<file path="config.mk">
export PLATFORM = sky130hd
export DESIGN_NAME = datapath_pipe
export DESIGN_NICKNAME = d
export VERILOG_FILES = /design/src/rtl/datapath_pkg.sv /design/src/rtl/alu_param.sv /design/src/rtl/datapath_pipe.sv
export SDC_FILE = /design/constraint.sdc
export NUM_CORES = 1
export LEC_CHECK = 0
export BUFFER_PORTS_ARGS = -buffer_cell sky130_fd_sc_hd__buf_2
export CORE_MARGIN = 3
export CORE_UTILIZATION = 48
export DETAILED_ROUTE_END_ITERATION = 6
export PLACE_DENSITY_LB_ADDON = 0.25
export SYNTH_ARGS = -nofsm -noshare
export SYNTH_HDL_FRONTEND = slang
export SYNTH_HIERARCHICAL = 1
export SYNTH_SLANG_ARGS = --single-unit
</file>
<file path="constraint.sdc">
create_clock -name clk -period 9.6 [get_ports clk]
set_input_delay 0 -clock clk [delete_from_list [all_inputs] [get_ports clk]]
set_output_delay 0 -clock clk [all_outputs]
set_load 0.01 [all_outputs]
</file>
<file path="src/rtl/datapath_pkg.sv">
// datapath_pkg: constants shared by the two-stage datapath and its ALU.
//   - ALU function codes (4-bit aluOp encoding; codes 9..15 are unused and
//     produce a zero result)
//   - bit positions of the flags inside the registered status word
package datapath_pkg;

  localparam logic [3:0] ALU_ADD  = 4'd0;
  localparam logic [3:0] ALU_SUB  = 4'd1;
  localparam logic [3:0] ALU_AND  = 4'd2;
  localparam logic [3:0] ALU_OR   = 4'd3;
  localparam logic [3:0] ALU_XOR  = 4'd4;
  localparam logic [3:0] ALU_NOT  = 4'd5;
  localparam logic [3:0] ALU_SHL  = 4'd6;
  localparam logic [3:0] ALU_SHR  = 4'd7;
  localparam logic [3:0] ALU_PASS = 4'd8;

  localparam int NFLAGS = 5;
  localparam int F_Z = 0;
  localparam int F_C = 1;
  localparam int F_N = 2;
  localparam int F_E = 3;
  localparam int F_V = 4;

  typedef logic [NFLAGS-1:0] flags_t;

endpackage

</file>
<file path="src/rtl/alu_param.sv">
// alu_param: purely combinational WIDTH-bit ALU.
// Ports:
//   op     in  4      function code (datapath_pkg ALU_*)
//   a      in  WIDTH  first operand (op1)
//   b      in  WIDTH  second operand (op2)
//   result out WIDTH  function result, modulo 2^WIDTH
//   fz     out 1      result == 0
//   fc     out 1      ADD carry, SUB borrow, shifted-out bit for SHL/SHR
//   fn     out 1      result MSB
//   fe     out 1      even number of ones in result
//   fv     out 1      signed overflow for ADD/SUB
module alu_param
  import datapath_pkg::*;
#(
  parameter int WIDTH = 16
) (
  input  logic [3:0]       op,
  input  logic [WIDTH-1:0] a,
  input  logic [WIDTH-1:0] b,
  output logic [WIDTH-1:0] result,
  output logic             fz,
  output logic             fc,
  output logic             fn,
  output logic             fe,
  output logic             fv
);

  // One extra bit captures the carry (ADD) or the borrow (SUB: the
  // subtraction wraps and sets the top bit exactly when a < b unsigned).
  logic [WIDTH:0] sum;
  logic [WIDTH:0] diff;

  assign sum  = {1'b0, a} + {1'b0, b};
  assign diff = {1'b0, a} - {1'b0, b};

  always_comb begin
    result = '0;
    fc     = 1'b0;
    fv     = 1'b0;
    case (op)
      ALU_ADD: begin
        result = sum[WIDTH-1:0];
        fc     = sum[WIDTH];
        // Overflow: operands share a sign and the result's sign differs.
        fv     = (a[WIDTH-1] == b[WIDTH-1]) && (sum[WIDTH-1] != a[WIDTH-1]);
      end
      ALU_SUB: begin
        result = diff[WIDTH-1:0];
        fc     = diff[WIDTH];
        // Overflow: operand signs differ and the result's sign differs from a.
        fv     = (a[WIDTH-1] != b[WIDTH-1]) && (diff[WIDTH-1] != a[WIDTH-1]);
      end
      ALU_AND:  result = a & b;
      ALU_OR:   result = a | b;
      ALU_XOR:  result = a ^ b;
      ALU_NOT:  result = ~a;
      ALU_SHL: begin
        result = {a[WIDTH-2:0], 1'b0};
        fc     = a[WIDTH-1];
      end
      ALU_SHR: begin
        result = {1'b0, a[WIDTH-1:1]};
        fc     = a[0];
      end
      ALU_PASS: result = b;
      default:  result = '0;
    endcase
  end

  assign fz = (result == '0);
  assign fn = result[WIDTH-1];
  assign fe = ~^result;

endmodule

</file>
<file path="src/rtl/datapath_pipe.sv">
// datapath_pipe: two-stage datapath.
//   Stage 1: register read with forwarding from the EX/WB register, operand
//            mux (immediate or register), ALU evaluate, capture into EX/WB.
//   Stage 2: write-back of the EX/WB result into the internal register file.
// Handshake: an issue is accepted on a rising edge where in_valid && in_ready;
//   in_ready = ~stall. While stall is high the whole pipeline (EX/WB register,
//   flags, register file) holds and issue inputs are ignored.
// Ports:
//   clk, rst            clock, asynchronous active-high reset
//   in_valid, in_ready  issue handshake; stall freezes the pipeline
//   wen, fwen           instruction writes selRd / updates flags
//   selRd/selRs/selRt   destination / first / second register selects
//   aluOp, t, selT      ALU function, immediate, op2 = selT ? t : reg[selRt]
//   out_valid           aout/rout hold a completed result
//   aout, rout          registered ALU result / registered op1 (forwarded)
//   fZ fC fN fE fV      registered status flags
module datapath_pipe
  import datapath_pkg::*;
#(
  parameter int WIDTH   = 16,
  parameter int NREGS   = 16,
  parameter bit ZERO_R0 = 1'b1,
  localparam int SELW   = $clog2(NREGS)
) (
  input  logic             clk,
  input  logic             rst,
  input  logic             in_valid,
  input  logic             stall,
  output logic             in_ready,
  input  logic             wen,
  input  logic             fwen,
  input  logic [SELW-1:0]  selRd,
  input  logic [SELW-1:0]  selRs,
  input  logic [SELW-1:0]  selRt,
  input  logic [3:0]       aluOp,
  input  logic [WIDTH-1:0] t,
  input  logic             selT,
  output logic             out_valid,
  output logic [WIDTH-1:0] aout,
  output logic [WIDTH-1:0] rout,
  output logic             fZ,
  output logic             fC,
  output logic             fN,
  output logic             fE,
  output logic             fV
);

  logic [WIDTH-1:0] regs [NREGS];

  // EX/WB pipeline register: aout/rout/out_valid are its visible part.
  logic [SELW-1:0]  rd_q;
  logic             wen_q;
  flags_t           flags_q;

  logic             accept;
  logic             rd_q_live;
  logic             wb_en;
  logic             fwd_rs;
  logic             fwd_rt;
  logic [WIDTH-1:0] rf_rs;
  logic [WIDTH-1:0] rf_rt;
  logic [WIDTH-1:0] op1;
  logic [WIDTH-1:0] op2;
  logic [WIDTH-1:0] alu_res;
  flags_t           alu_flags;

  assign in_ready = ~stall;
  assign accept   = in_valid & ~stall;

  // The EX/WB entry carries a real register write (r0 writes are dropped
  // when r0 is hard-wired, so they must neither forward nor write back).
  assign rd_q_live = out_valid & wen_q & ~(ZERO_R0 && (rd_q == '0));
  assign wb_en     = ~stall & rd_q_live;

  // Register file read; r0 reads as zero when hard-wired.
  assign rf_rs = (ZERO_R0 && (selRs == '0)) ? '0 : regs[selRs];
  assign rf_rt = (ZERO_R0 && (selRt == '0)) ? '0 : regs[selRt];

  // The pending write-back lands on the same edge this read is captured, so
  // the register file still holds the old value: take it from aout instead.
  assign fwd_rs = rd_q_live && (rd_q == selRs);
  assign fwd_rt = rd_q_live && (rd_q == selRt);

  assign op1 = fwd_rs ? aout : rf_rs;
  assign op2 = selT ? t : (fwd_rt ? aout : rf_rt);

  alu_param #(
    .WIDTH (WIDTH)
  ) u_alu (
    .op     (aluOp),
    .a      (op1),
    .b      (op2),
    .result (alu_res),
    .fz     (alu_flags[F_Z]),
    .fc     (alu_flags[F_C]),
    .fn     (alu_flags[F_N]),
    .fe     (alu_flags[F_E]),
    .fv     (alu_flags[F_V])
  );

  // EX/WB register and status word.
  always_ff @(posedge clk or posedge rst) begin
    if (rst) begin
      out_valid <= 1'b0;
      aout      <= '0;
      rout      <= '0;
      rd_q      <= '0;
      wen_q     <= 1'b0;
      flags_q   <= '0;
    end else if (!stall) begin
      // A bubble clears valid but leaves aout/rout showing the last result.
      out_valid <= in_valid;
      if (accept) begin
        aout  <= alu_res;
        rout  <= op1;
        rd_q  <= selRd;
        wen_q <= wen;
        if (fwen) begin
          flags_q <= alu_flags;
        end
      end
    end
  end

  // Register file write-back.
  always_ff @(posedge clk or posedge rst) begin
    if (rst) begin
      for (int i = 0; i < NREGS; i++) begin
        regs[i] <= '0;
      end
    end else if (wb_en) begin
      regs[rd_q] <= aout;
    end
  end

  assign fZ = flags_q[F_Z];
  assign fC = flags_q[F_C];
  assign fN = flags_q[F_N];
  assign fE = flags_q[F_E];
  assign fV = flags_q[F_V];

endmodule

</file>
* Word level (Yosys, flattened, before mapping)
Index checks and enable logic that the tools add are counted.
Operators by class: muxes and demuxes 17, bitwise logic cells 13, equal/unequal tests 14, add/subtract/negate cells 2, reductions and logical operators 13, $lt $le $gt $ge 4
Operator list (number):
- bitwise mux 256 bit | 1
- two-way mux 16 bit | 10
- one-hot mux 16 bit (9 select lines) | 1
- binary-select mux 16 bit (select 4 bit) | 2
- demux 16 bit (select 4 bit) | 1
- adder 16 x 16 -> 17 bit | 1
- subtractor 16 x 16 -> 17 bit | 1
- AND 16 bit | 1
- equality test 4 x 3 -> 1 bit, second input constant | 4
- logical NOT 16 bit | 1
- logical NOT 4 bit | 4
- inverter 16 bit | 1
- bitwise OR 16 bit | 1
- XNOR reduction 16 bit | 1
- XOR 16 bit | 1
- greater-or-equal comparator 5 bit, second input constant | 3
- inverter 4 -> 5 bit | 3
- equality test 4 x 2 -> 1 bit, second input constant | 2
- equality test 4 bit | 2
- logical AND 1 bit | 5
- less-than comparator 5 x 1 -> 1 bit, second input constant | 1
- AND 1 bit | 4
- equality test 4 x 1 -> 1 bit, second input constant | 1
- equality test 4 bit, second input constant | 1
- 7 further kinds | 10
Storage, ports and cells: output and inout bits 39, input bits 39, register bits after elaboration 299, logic and storage cells 85

* Longest topological paths before layout
Gate-level depths: netlist of run 1.
depth in word-level cells 11, depth in mapped cells 23, mapped depth without buffers 21

* Cells and area by module
Netlist of run 1, hierarchy kept.
By module, submodules not included:
- datapath_pipe | instances 1, area an instance 15865.2 µm², cells each 1132, seq. area each 7482.2 µm²
- alu_param | instances 1, area an instance 3417.0 µm², cells each 507, seq. area each 0.0 µm²

* Worst setup path after synthesis of run 1
OpenSTA, ideal clock, no wires.
path type reg2reg, start register rd_q[3], end register flags_q[3], stages on the path, launching flop included 23, path buffers 3, slack 4.876 ns, arrival 4.599 ns, library setup time 0.125 ns, required time 9.475 ns, cells stage by stage dfrtp_1 -> buf_6 -> or4_4 -> nor2b_1 -> a21oi_2 -> buf_4 -> o211ai_1 -> nand2_1 -> inv_1 -> ha_1 -> buf_6 -> or4_4 -> o21bai_1 -> o41ai_4 -> o21ai_2 -> o41ai_2 -> nand3_1 -> and3_1 -> ha_1 -> xnor2_1 -> xnor2_1 -> xnor2_1 -> mux2_2
On the way: cells in the longest elaborated chain, start to end 9, elaborated cells between the ends (all ways) 18, classes of those cells add/sub (2); eq/ne (2); mux (4); bitwise (6); reduce/logical (4)
RTL lines:
- start, declared | line datapath_pipe.sv:51 | logic [SELW-1:0] rd_q;
- start signal, assigned | line datapath_pipe.sv:116 | rd_q <= selRd;
- logical NOT 4 bit | line datapath_pipe.sv:72 | assign rd_q_live = out_valid & wen_q & ~(ZERO_R0 && (rd_q == '0));
- inverter 1 bit | line datapath_pipe.sv:72
- AND 1 bit | line datapath_pipe.sv:72
- logical AND 1 bit (*) | line datapath_pipe.sv:82 | assign fwd_rt = rd_q_live && (rd_q == selRt);
- two-way mux 16 bit (*) (2 in series) | line datapath_pipe.sv:85 | assign op2 = selT ? t : (fwd_rt ? aout : rf_rt);
- named net op2[6] | line datapath_pipe.sv:63 | logic [WIDTH-1:0] op2;
- subtractor 16 x 16 -> 17 bit, or another cell as far along | line alu_param.sv:34 | assign diff = {1'b0, a} - {1'b0, b};
- one-hot mux 16 bit (9 select lines) (*) | line alu_param.sv:40 | case (op)
- XNOR reduction 16 bit (*) | line alu_param.sv:72 | assign fe = ~^result;
- named net alu_flags[3] | line datapath_pipe.sv:65 | flags_t alu_flags;
- end signal, assigned | line datapath_pipe.sv:119 | flags_q <= alu_flags;
- end, declared | line datapath_pipe.sv:53 | flags_t flags_q;
Mark *: on every way through the listed nets, which the timed path passes. The rest lies on a longest branch. A chain may end at the register's enable or synchronous reset.

* Worst setup path in the final report of run 1
start register rd_q[1], end register flags_q[3]
Same word-level chain as after synthesis.

==> flow_summary.json, run 1 <==
{
  "cp_data_required_time_ps": 10070,
  "hold_violations": 0,
  "die_y_um": 206,
  "core_um2": 39200,
  "syn-num-nets": 1736,
  "htree_levels": 1,
  "reg2reg_slack_ps": 3850,
  "outcome": "finished clean",
  "slowest_delay_ps": 800,
  "crit_path_cell_trace": "xor2_1 -> nor4_1 -> and3_1 -> a22oi_1 -> nand2_1 -> inv_1 -> ha_1 -> or3b_1 -> nand4b_4 -> a21oi_2 -> nor3_1 -> a311o_1 -> mux2i_1 -> o21a_1 -> ha_1 -> xnor2_1 -> xnor2_1 -> xnor2_1 -> mux2_2",
  "vias_per_cell": 6.40,
  "num_rows": 72,
  "clock-root-buffer": "clkbuf_16",
  "area_growth_pct": 8.42,
  "ys_ff_latch": 299,
  "drive_gt1_share_pct": 34.6,
  "cts_tree": "yes",
  "clock_path_buffers": 3,
  "place_congestion": 0.958,
  "cts_made_buffers": 31,
  "synth-simple-area-share_pct": 8.42,
  "hp-class": "input port to flop",
  "ys.flop_type": "dfrtp_1",
  "yosys_warnings": 6,
  "path_common_cell": "xnor2_1",
  "vdd_drop_max_v": 0.000138,
  "place_hpwl_um": 37200,
  "antenna_cells": 0,
  "r2r_cells": 19,
  "critPathKind": "flop to flop",
  "tns_ps": 0,
  "drv_slew": 0,
  "grt_usage_pct": 25.8,
  "layout.nets": 1735,
  "cp-start-kind": "flop",
  "grt_pass1_vias": 14000,
  "post-route-drc-count": 0,
  "synth_cell_types": 89,
  "synth_xor_area_share_pct": 0.772,
  "r2r-end": "flags_q[3]",
  "maxSlewHeadroom_pct": 8.79,
  "dr.pass1.iters": 7,
  "regToRegStartpoint": "rd_q[1]",
  "ios": 78,
  "synth_edf_count": 0,
  "hold_depth": 6,
  "p_per_area_nw_per_um2": 196,
  "clk_transition_reported_paths_ps": 70,
  "p_leak_nw": 9.78,
  "antenna_found_initial": 0,
  "max_cap_violations": 0,
  "finClkSkew_ps": 16.6,
  "rsz0062_at_grt": "false",
  "cts_num_sinks": 299,
  "worst-path-max-fanout": 16,
  "slowest_stage": "and3_1",
  "post_dp_cell_area_um2": 19800,
  "post-route-util_pct": 53.3,
  "die_area_um2": 42600,
  "grt_pass1_wl_um": 84700,
  "synth_top_family_by_area": "multiplexers",
  "finalSetupViolations": 0,
  "crit_buf_inv": 1,
  "grt_overflow": 0,
  "async_flop_share_pct": 100,
  "fin_crit_ps": 5750,
  "holdCritStartpoint": "t[3]",
  "grt_max_degree": 131,
  "routedWlPerCell_um": 25.2,
  "min_to": "aout[3]",
  "critical-path-top-delay-family": "simple AND/OR/NAND/NOR gates",
  "timing.hold.ws_ps": 145,
  "synth.avg_cell_area_um2": 11.8,
  "routed_wl_um": 55000,
  "io_buffer_count": 77,
  "setup.worst_path.end_class": "flop",
  "synthCells": 1639,
  "power.total_w": 0.00409,
  "synthesis.area_um2": 19300,
  "timing.final.crit_share_pct": 59.8,
  "yosys.area_share.adder_pct": 3.84,
  "via_count": 14000,
  "tightestPinTransition_ps": 1360,
  "ys_seq_area_share_pct": 38.8,
  "fmax_ghz": 0.174,
  "synth-compound-area-share_pct": 11.2,
  "die-width_um": 206,
  "ant_nets": 0,
  "clock_latency_ps": 580,
  "start_util_pct": 49.2,
  "muxShareOfSynthArea_pct": 32.0,
  "worstPathArrival_ps": 6220,
  "final_area_um2": 20900,
  "cts_resized": 0,
  "drtIter0Drc": 1259
}
[state kept, by name (all words and copies together), names as in the netlist]
signal	flops
flags_q	5
rd_q	4
aout	16
regs	256
wen_q	1
out_valid	1
rout	16
[Yosys cell counts (25+ instances only)]
cell	n	area, µm²
a21oi_1	25	125
a22oi_1	44	330
buf_2	47	235
clkbuf_1	67	251
dfrtp_1	299	7480
ha_1	56	701
inv_1	56	210
mux2_2	255	2870
mux2i_1	51	510
mux4_2	100	2250
nand2_1	150	563
nor2_1	64	240
o21ai_0	30	150
[logic make-up after synthesis]
kind of cell | count (synthesis)
multiplexers | 447
AND/OR/NAND/NOR | 328
flip-flops | 299
AO/OA/AOI/OAI | 288
buffers and inverters | 202
adder cells (fa/ha/maj) | 58
XOR/XNOR | 17
[layout make-up]
type,count,area [µm²]
inverters,56,218
clock inverters,13,101
well taps,518,648
multi-input cells,1138,10900
repair buffers,112,673
flip-flops and latches,299,7480
fillers,3440,18300
clock buffers,44,915
[stage by stage]
| stage | worst slack, ps | cells |
|---|---|---|
| final | 3850 | 2180 |
| after global routing | 3440 | 2180 |
| after CTS | 3900 | 2180 |
| after detailed placement | 3830 | 2115 |
| after global placement | 3800 | 2115 |
| after floorplan | 1340 | 1639 |
[worst min-delay path: stages]
cell and delay [ps]:
buf_2 100, a22oi_1 80, nand2_1 120, a221oi_1 140
o211ai_1 90, mux2_2 140
[routing by layer]
metal  GRT usage, %  part of all wire, %
met1           36.3                   44
met5              0                    0
met3           2.93                  5.6
met2           42.0                   48
met4           8.17                  2.9
[how the worst max path moves through the flow]
| stage | from | end | slack (ps) | cells after the start |
|---|---|---|---|---|
| floorplan | rst | aout[0] | 1340 | 1 |
| global placement | selRs[1] | flags_q[3] | 3800 | 23 |
| detailed placement | selRs[1] | flags_q[3] | 3830 | 22 |
| CTS | rd_q[1] | flags_q[3] | 3900 | 19 |
| global route | rd_q[1] | flags_q[3] | 3440 | 19 |
| finish | rd_q[1] | flags_q[3] | 3850 | 19 |
[placed cells by master (no fill, tap or decap), types with 10 or more instances in the layout]
master     count
dfrtp_1      299
mux2_2       255
nand2_1      150
mux4_2       100
buf_2         75
nor2_1        63
ha_1          56
inv_1         55
mux2i_1       51
a22oi_1       44
clkbuf_16     31
o21ai_0       30
buf_4         29
a21oi_1       25
a31oi_1       24
a221oi_1      23
o211ai_1      23
mux2_1        21
o22ai_1       21
nor3_1        21
mux2_4        20
nor2b_1       13
xnor2_1       13
nand2b_1      10
a22oi_2       10
a211oi_1      10
[power by group]
group	internal [W]	total, W	switching (W)
clock network	0.000687	0.00120	0.000514
logic	0.000562	0.00112	0.000557
registers	0.00147	0.00177	0.000295
total	0.00272	0.00409	0.00136
[timing repair]
action / CTS / global route
setup buffers: 0 / 0
hold buffers: 8 / 0
endpoints found under the hold margin: 139 / 0
Power figures use the tool's default switching activity.
==> run 2, diff against run 1 <==
ABC_AREA = 1   (was unset)
clock period = 5.3 ns   (was 9.6 ns; I/O delays follow)
==> run 2 against run 1 <==
Effect of this change: clock skew increased by 11 ps; utilization up 0.55 points; via count is 54% higher; critical endpoint unchanged; setup slack got worse by 3200 ps; critical path type unchanged; global-route usage up 8.1 points; synthesized area up 7.6%.
==> flow_summary.json, run 2 <==
{
  "crit_path_cell_trace": "nor2_4 -> nand2_1 -> nand3_2 -> inv_1 -> nand3_2 -> nand2_1 -> inv_2 -> nand2_1 -> a21oi_1 -> ha_1 -> inv_1 -> fa_1 -> inv_1 -> nand3_1 -> nand3_1 -> nand2_1 -> nand3_1 -> nand2_1 -> nor3_2 -> ha_1 -> xnor2_1 -> xnor2_1 -> xnor2_1 -> mux2_2",
  "place_hpwl_um": 52800,
  "yosysMostFrequentCell": "nand2_1",
  "cts_num_sinks": 299,
  "ys.flop_type": "dfrtp_1",
  "regToRegStartpoint": "rd_q[1]",
  "dr.pass1.iters": 6,
  "grt_pass1_vias": 20000,
  "reg2reg_slack_ps": 650,
  "yosys.area.top_type": "dfrtp_1",
  "timing.hold.ws_ps": 27.5,
  "grt_pass1_wl_um": 119000,
  "p_leak_nw": 11.7,
  "drtIter0Drc": 2768,
  "vias_per_cell": 5.59,
  "area_growth_pct": 9.95,
  "max_cap_violations": 0,
  "core_um2": 42300,
  "r2r-end": "flags_q[3]",
  "ant_nets": 0,
  "die-width_um": 214,
  "ys_seq_area_share_pct": 36.1,
  "tns_ps": 0,
  "path_common_cell": "nand2_1",
  "largest_reg_flops": 256,
  "syn-num-nets": 3352,
  "layout.nets": 3330,
  "ios": 78,
  "crit_path_end": "flags_q[3]",
  "final_cells": 3838,
  "layout_commonest_cell": "nand2_1",
  "fin_crit_ps": 4650,
  "pwr-share-comb_pct": 31.6,
  "outcome": "finished clean",
  "worstPathArrival_ps": 5070,
  "cts_tree": "yes",
  "yosys_warnings": 6,
  "io_buffer_count": 77,
  "cts_resized": 0,
  "synthTopCellsByCount": "1236 x nand2_1, 426 x inv_1, 359 x nand3_1",
  "slowest_delay_ps": 480,
  "worst-path-max-fanout": 16,
  "clock-root-buffer": "clkbuf_16",
  "regMostFlops": "regs",
  "via_count": 21500,
  "grt_usage_pct": 33.9,
  "hp-class": "input port to flop",
  "pwr-share-clk_pct": 32.4,
  "synth_edf_count": 0,
  "cts_made_buffers": 37,
  "cellInternalPower_w": 0.00503,
  "grt_max_degree": 146,
  "tightestPinTransition_ps": 1110,
  "routed_wl_um": 77300,
  "r2r_cells": 24,
  "swShare_pct": 37.7,
  "power.total_w": 0.00807,
  "fmax_ghz": 0.215,
  "grt_overflow": 0,
  "cp-startpoint": "rd_q[1]",
  "synth_top_area_share_pct": 36.1,
  "place_congestion": 0.970,
  "timing.final.crit_share_pct": 87.7,
  "drive_gt1_share_pct": 7.73,
  "die_y_um": 214,
  "p_seq_share_pct": 36.0,
  "drv_slew": 0,
  "synthesis.area_um2": 20700,
  "async_flop_share_pct": 100,
  "crit_cells": 24,
  "clk_transition_reported_paths_ps": 60,
  "crit_buf_inv": 4,
  "synthCells": 3255,
  "cp-start-kind": "flop",
  "start_util_pct": 49.0,
  "slowest_stage": "dfrtp_1",
  "ys_ff_latch": 299,
  "finClkSkew_ps": 27.7,
  "synth_cell_types": 43,
  "dp_cells": 3763,
  "reg_top3": "regs x256, aout x16, rout x16",
  "layout_common_cells": "1236 x nand2_1, 422 x inv_1, 359 x nand3_1",
  "p_per_area_nw_per_um2": 354,
  "routedWlPerCell_um": 20.1,
  "setup.worst_path.end_class": "flop",
  "vdd_drop_max_v": 0.000254,
  "antenna_found_initial": 1,
  "hold_violations": 0,
  "switchingPower_w": 0.00305,
  "synth.avg_cell_area_um2": 6.37,
  "critPathKind": "flop to flop",
  "maxSlewHeadroom_pct": 26.2,
  "rsz0062_at_grt": "false",
  "post-route-util_pct": 53.9,
  "critical-path-top-delay-family": "simple AND/OR/NAND/NOR gates",
  "post-route-drc-count": 0,
  "htree_levels": 2,
  "clock_path_buffers": 3,
  "die_area_um2": 45700,
  "synth_area_leaders": "dfrtp_1 36%, nand2_1 22%, nand3_1 8.7%",
  "clock_latency_ps": 570,
  "num_rows": 75,
  "finalSetupViolations": 0,
  "cp_data_required_time_ps": 5730
}
-- run 2: final cells by class --
type / count / area (µm²)
diodes: 1 / 2.50
clock buffers: 52 / 1040
flip-flops and latches: 299 / 7480
repair buffers: 152 / 1060
clock inverters: 14 / 184
multi-input cells: 2309 / 10700
fillers: 4139 / 19500
well taps: 577 / 722
inverters: 434 / 1630
-- run 2: tightest hold or removal path: stages --
cell	delay, ps
buf_2	100
nor2_1	70
nand2_4	120
o211ai_1	90
nand2_1	70
o21ai_0	80
-- run 2: through the flow --
step,cell area (µm²),setup WS [ps]
floorplan,20700,1330
global placement,21500,717
detailed placement,21500,705
CTS,22800,666
global route,22800,266
finish,22800,654
-- run 2: kinds of logic (layout without fill, tap and decap cells) --
logic type      after synthesis  count (layout)  share of synthesized area [%]
flops                       299             299                           36.1
buf+inv                     647             652                           12.5
compound gates              416             416                           10.9
simple gates               1816            1816                           36.1
xor+xnor                     14              14                          0.591
other cells                   0               1                              0
fa+ha+maj                    58              58                           3.57
mux                           5               5                          0.271
-- run 2: routing by layer --
metal | vias up | part of all wire [%] | track usage, %
met4 | 0 | 3.9 | 12.9
met1 | 9997 | 42 | 48.2
met5 | - | 0 | 0
met3 | 178 | 11 | 6.34
met2 | 1196 | 43 | 51.4
li1 | 10100 | - | -
-- run 2: how the worst min path moves through the flow --
stage               startpoint        to  depth (start not counted)
CTS                   aluOp[2]   aout[0]                          6
finish                aluOp[2]   aout[0]                          6
floorplan                stall  in_ready                          1
global route          aluOp[2]   aout[0]                          6
global placement           wen     wen_q                          3
detailed placement         wen     wen_q                          3
-- run 2: power by group through the flow --
| stage | logic [W] | clock network (W) | registers, W |
|---|---|---|---|
| final | 0.00255 | 0.00261 | 0.00291 |
| after detailed placement | 0.00249 | 0 | 0.00294 |
| after global routing | 0.00285 | 0.00275 | 0.00295 |
| after CTS | 0.00251 | 0.00265 | 0.00290 |
| after global placement | 0.00247 | 0 | 0.00293 |
| after floorplan | 0.00169 | 0 | 0.00293 |
-- run 2: what timing repair did --
action | CTS | global route
hold buffers | 8 | 0
endpoints found under the hold margin | 257 | 0
buffers inserted | 0 | 0
==> run 3, diff against run 2 <==
BUFFER_PORTS_ARGS = unset   (was -buffer_cell sky130_fd_sc_hd__buf_2)
DONT_BUFFER_PORTS = 1   (was unset)
==> run 3 against run 2 <==
Effect of this change: clock power is essentially flat; worst hold slack better by 9.1 ps; register-to-register slack got worse by 190 ps; combinational power is 5% lower; critical endpoint unchanged.
==> flow_summary.json, run 3 (same netlist as run 2, synthesis figures left out) <==
{
  "outcome": "finished clean",
  "start_util_pct": 49.0,
  "die_area_um2": 45700,
  "power.total_w": 0.00797,
  "maxSlewHeadroom_pct": 31.0,
  "antenna_found_initial": 1,
  "cts_tree": "yes",
  "hold_violations": 0,
  "layout_commonest_cell": "nand2_1",
  "place_congestion": 0.961,
  "switchingPower_w": 0.00293,
  "grt_pass1_vias": 20000,
  "multi_input_area_um2": 10700,
  "regMostFlops": "regs",
  "p_per_area_nw_per_um2": 355,
  "worst-path-max-fanout": 16,
  "clk_transition_reported_paths_ps": 50,
  "cts_num_sinks": 299,
  "finClkSkew_ps": 16.6,
  "routed_wl_um": 79100,
  "clock_path_buffers": 3,
  "area_growth_pct": 8.09,
  "regArea_um2": 7480,
  "routedWlPerCell_um": 21.1,
  "htree_levels": 2,
  "critPathKind": "flop to flop",
  "vdd_drop_max_v": 0.000268,
  "vias_per_cell": 5.63,
  "drv_slew": 0,
  "ios": 78,
  "io_buffer_count": 0,
  "worstPathArrival_ps": 5280,
  "cellInternalPower_w": 0.00504,
  "place_hpwl_um": 53200,
  "tightestPinTransition_ps": 1030,
  "finalSetupViolations": 0,
  "largest_reg_flops": 256,
  "via_count": 21200,
  "pwr-share-clk_pct": 33.1,
  "grt_max_degree": 179,
  "clock-root-buffer": "clkbuf_16",
  "die_y_um": 214,
  "dr.pass1.iters": 7,
  "fmax_ghz": 0.207,
  "tns_ps": 0,
  "layout_common_cells": "1236 x nand2_1, 422 x inv_1, 359 x nand3_1",
  "timing.final.crit_share_pct": 91.2,
  "die-width_um": 214,
  "rsz0062_at_grt": "false",
  "antenna_cells": 0,
  "drive_gt1_share_pct": 5.47,
  "ant_nets": 0,
  "layout.nets": 3253,
  "reg_top3": "regs x256, aout x16, rout x16",
  "swShare_pct": 36.8,
  "max_cap_violations": 0,
  "drtIter0Drc": 2564,
  "fill_cells": 4253,
  "clock_latency_ps": 570,
  "fin_crit_ps": 4830,
  "postCtsSetupBuffers": 0,
  "hp-class": "input port to flop",
  "pwr-share-comb_pct": 30.2,
  "grt_pass1_wl_um": 121000,
  "num_rows": 75,
  "grt_usage_pct": 34.6,
  "cp-start-kind": "flop",
  "p_leak_nw": 11.4,
  "cts_made_buffers": 39,
  "post-route-drc-count": 0,
  "core_um2": 42300,
  "setup.worst_path.end_class": "flop",
  "p_seq_share_pct": 36.7,
  "cp_data_required_time_ps": 5750,
  "grt_overflow": 0
}
## run 3: path summary, 6_finish.rpt
kind / slack, ps / endpoint / depth (start not counted) / start
max reg2reg: 470 / flags_q[3] / 26 / rd_q[2]
min in group asynchronous: 220 / regs[16] / 3 / rst
max: 470 / flags_q[3] / 26 / rd_q[2]
max in group asynchronous: 3950 / regs[246] / 3 / rst
min reg2reg: 370 / regs[252] / 0 / regs[252]
min: 40 / rout[14] / 6 / selRs[3]
## run 3: metrics by stage
step                setup slack [ps]  std cells  cell area (µm²)  hold slack (ps)  utilization [%]
global route                    70.5       3758            22400             63.7             53.0
CTS                              527       3758            22400             2.88             53.0
detailed placement               550       3682            21000            -48.8             49.7
finish                           469       3758            22400             36.6             53.0
floorplan                       1330       3255            20700             51.0                -
global placement                 549       3682            21000            -52.5             49.7
## run 3: layer usage
layer | share of wire [%] | up-vias | track usage, %
met3 | 9.2 | 200 | 6.69
met5 | 0.016 | - | 0
met1 | 43 | 9932 | 47.7
met2 | 44 | 1077 | 53.9
met4 | 4.0 | 2 | 13.9
li1 | - | 9942 | -
## run 3: worst max-delay path: stages, from the launching register on
cell     delay, ps
dfrtp_1        500
nor2_2         150
nand2_1         90
nand3_2        110
inv_1           60
nand3_2        140
nand2_1         80
inv_2          230
nand2_1        120
a21oi_1        340
ha_1           250
inv_1           70
fa_1           390
inv_1          140
nand2_1        110
nand3_1        230
nand3_1        190
nand2_1        100
nand2_1         50
nand3_1         90
inv_1           60
nor2_1         210
ha_1           280
xor2_1         160
xnor2_1        210
xnor2_1         90
mux2_2         260
## run 3: final cells by class
| cell class | instances | area share, % |
|---|---|---|
| inverters | 434 | 7.29 |
| clock inverters | 9 | 0.502 |
| clock buffers | 57 | 5.19 |
| well taps | 577 | 3.22 |
| flip-flops and latches | 299 | 33.4 |
| multi-input cells | 2309 | 47.7 |
| repair buffers | 73 | 2.78 |
## run 3: what timing repair did
action                                  4_1_cts  5_1_grt
endpoints found under the setup margin        0        0
resized for setup                             0        0
hold buffers                                 10        0
hold endpoints to repair                    102        0
## run 3: power by group through the flow
| stage | registers, W | logic (W) | clock network (W) |
|---|---|---|---|
| floorplan | 0.00293 | 0.00169 | 0 |
| global placement | 0.00294 | 0.00233 | 0 |
| detailed placement | 0.00295 | 0.00236 | 0 |
| CTS | 0.00292 | 0.00238 | 0.00268 |
| global route | 0.00296 | 0.00270 | 0.00278 |
| finish | 0.00292 | 0.00241 | 0.00264 |
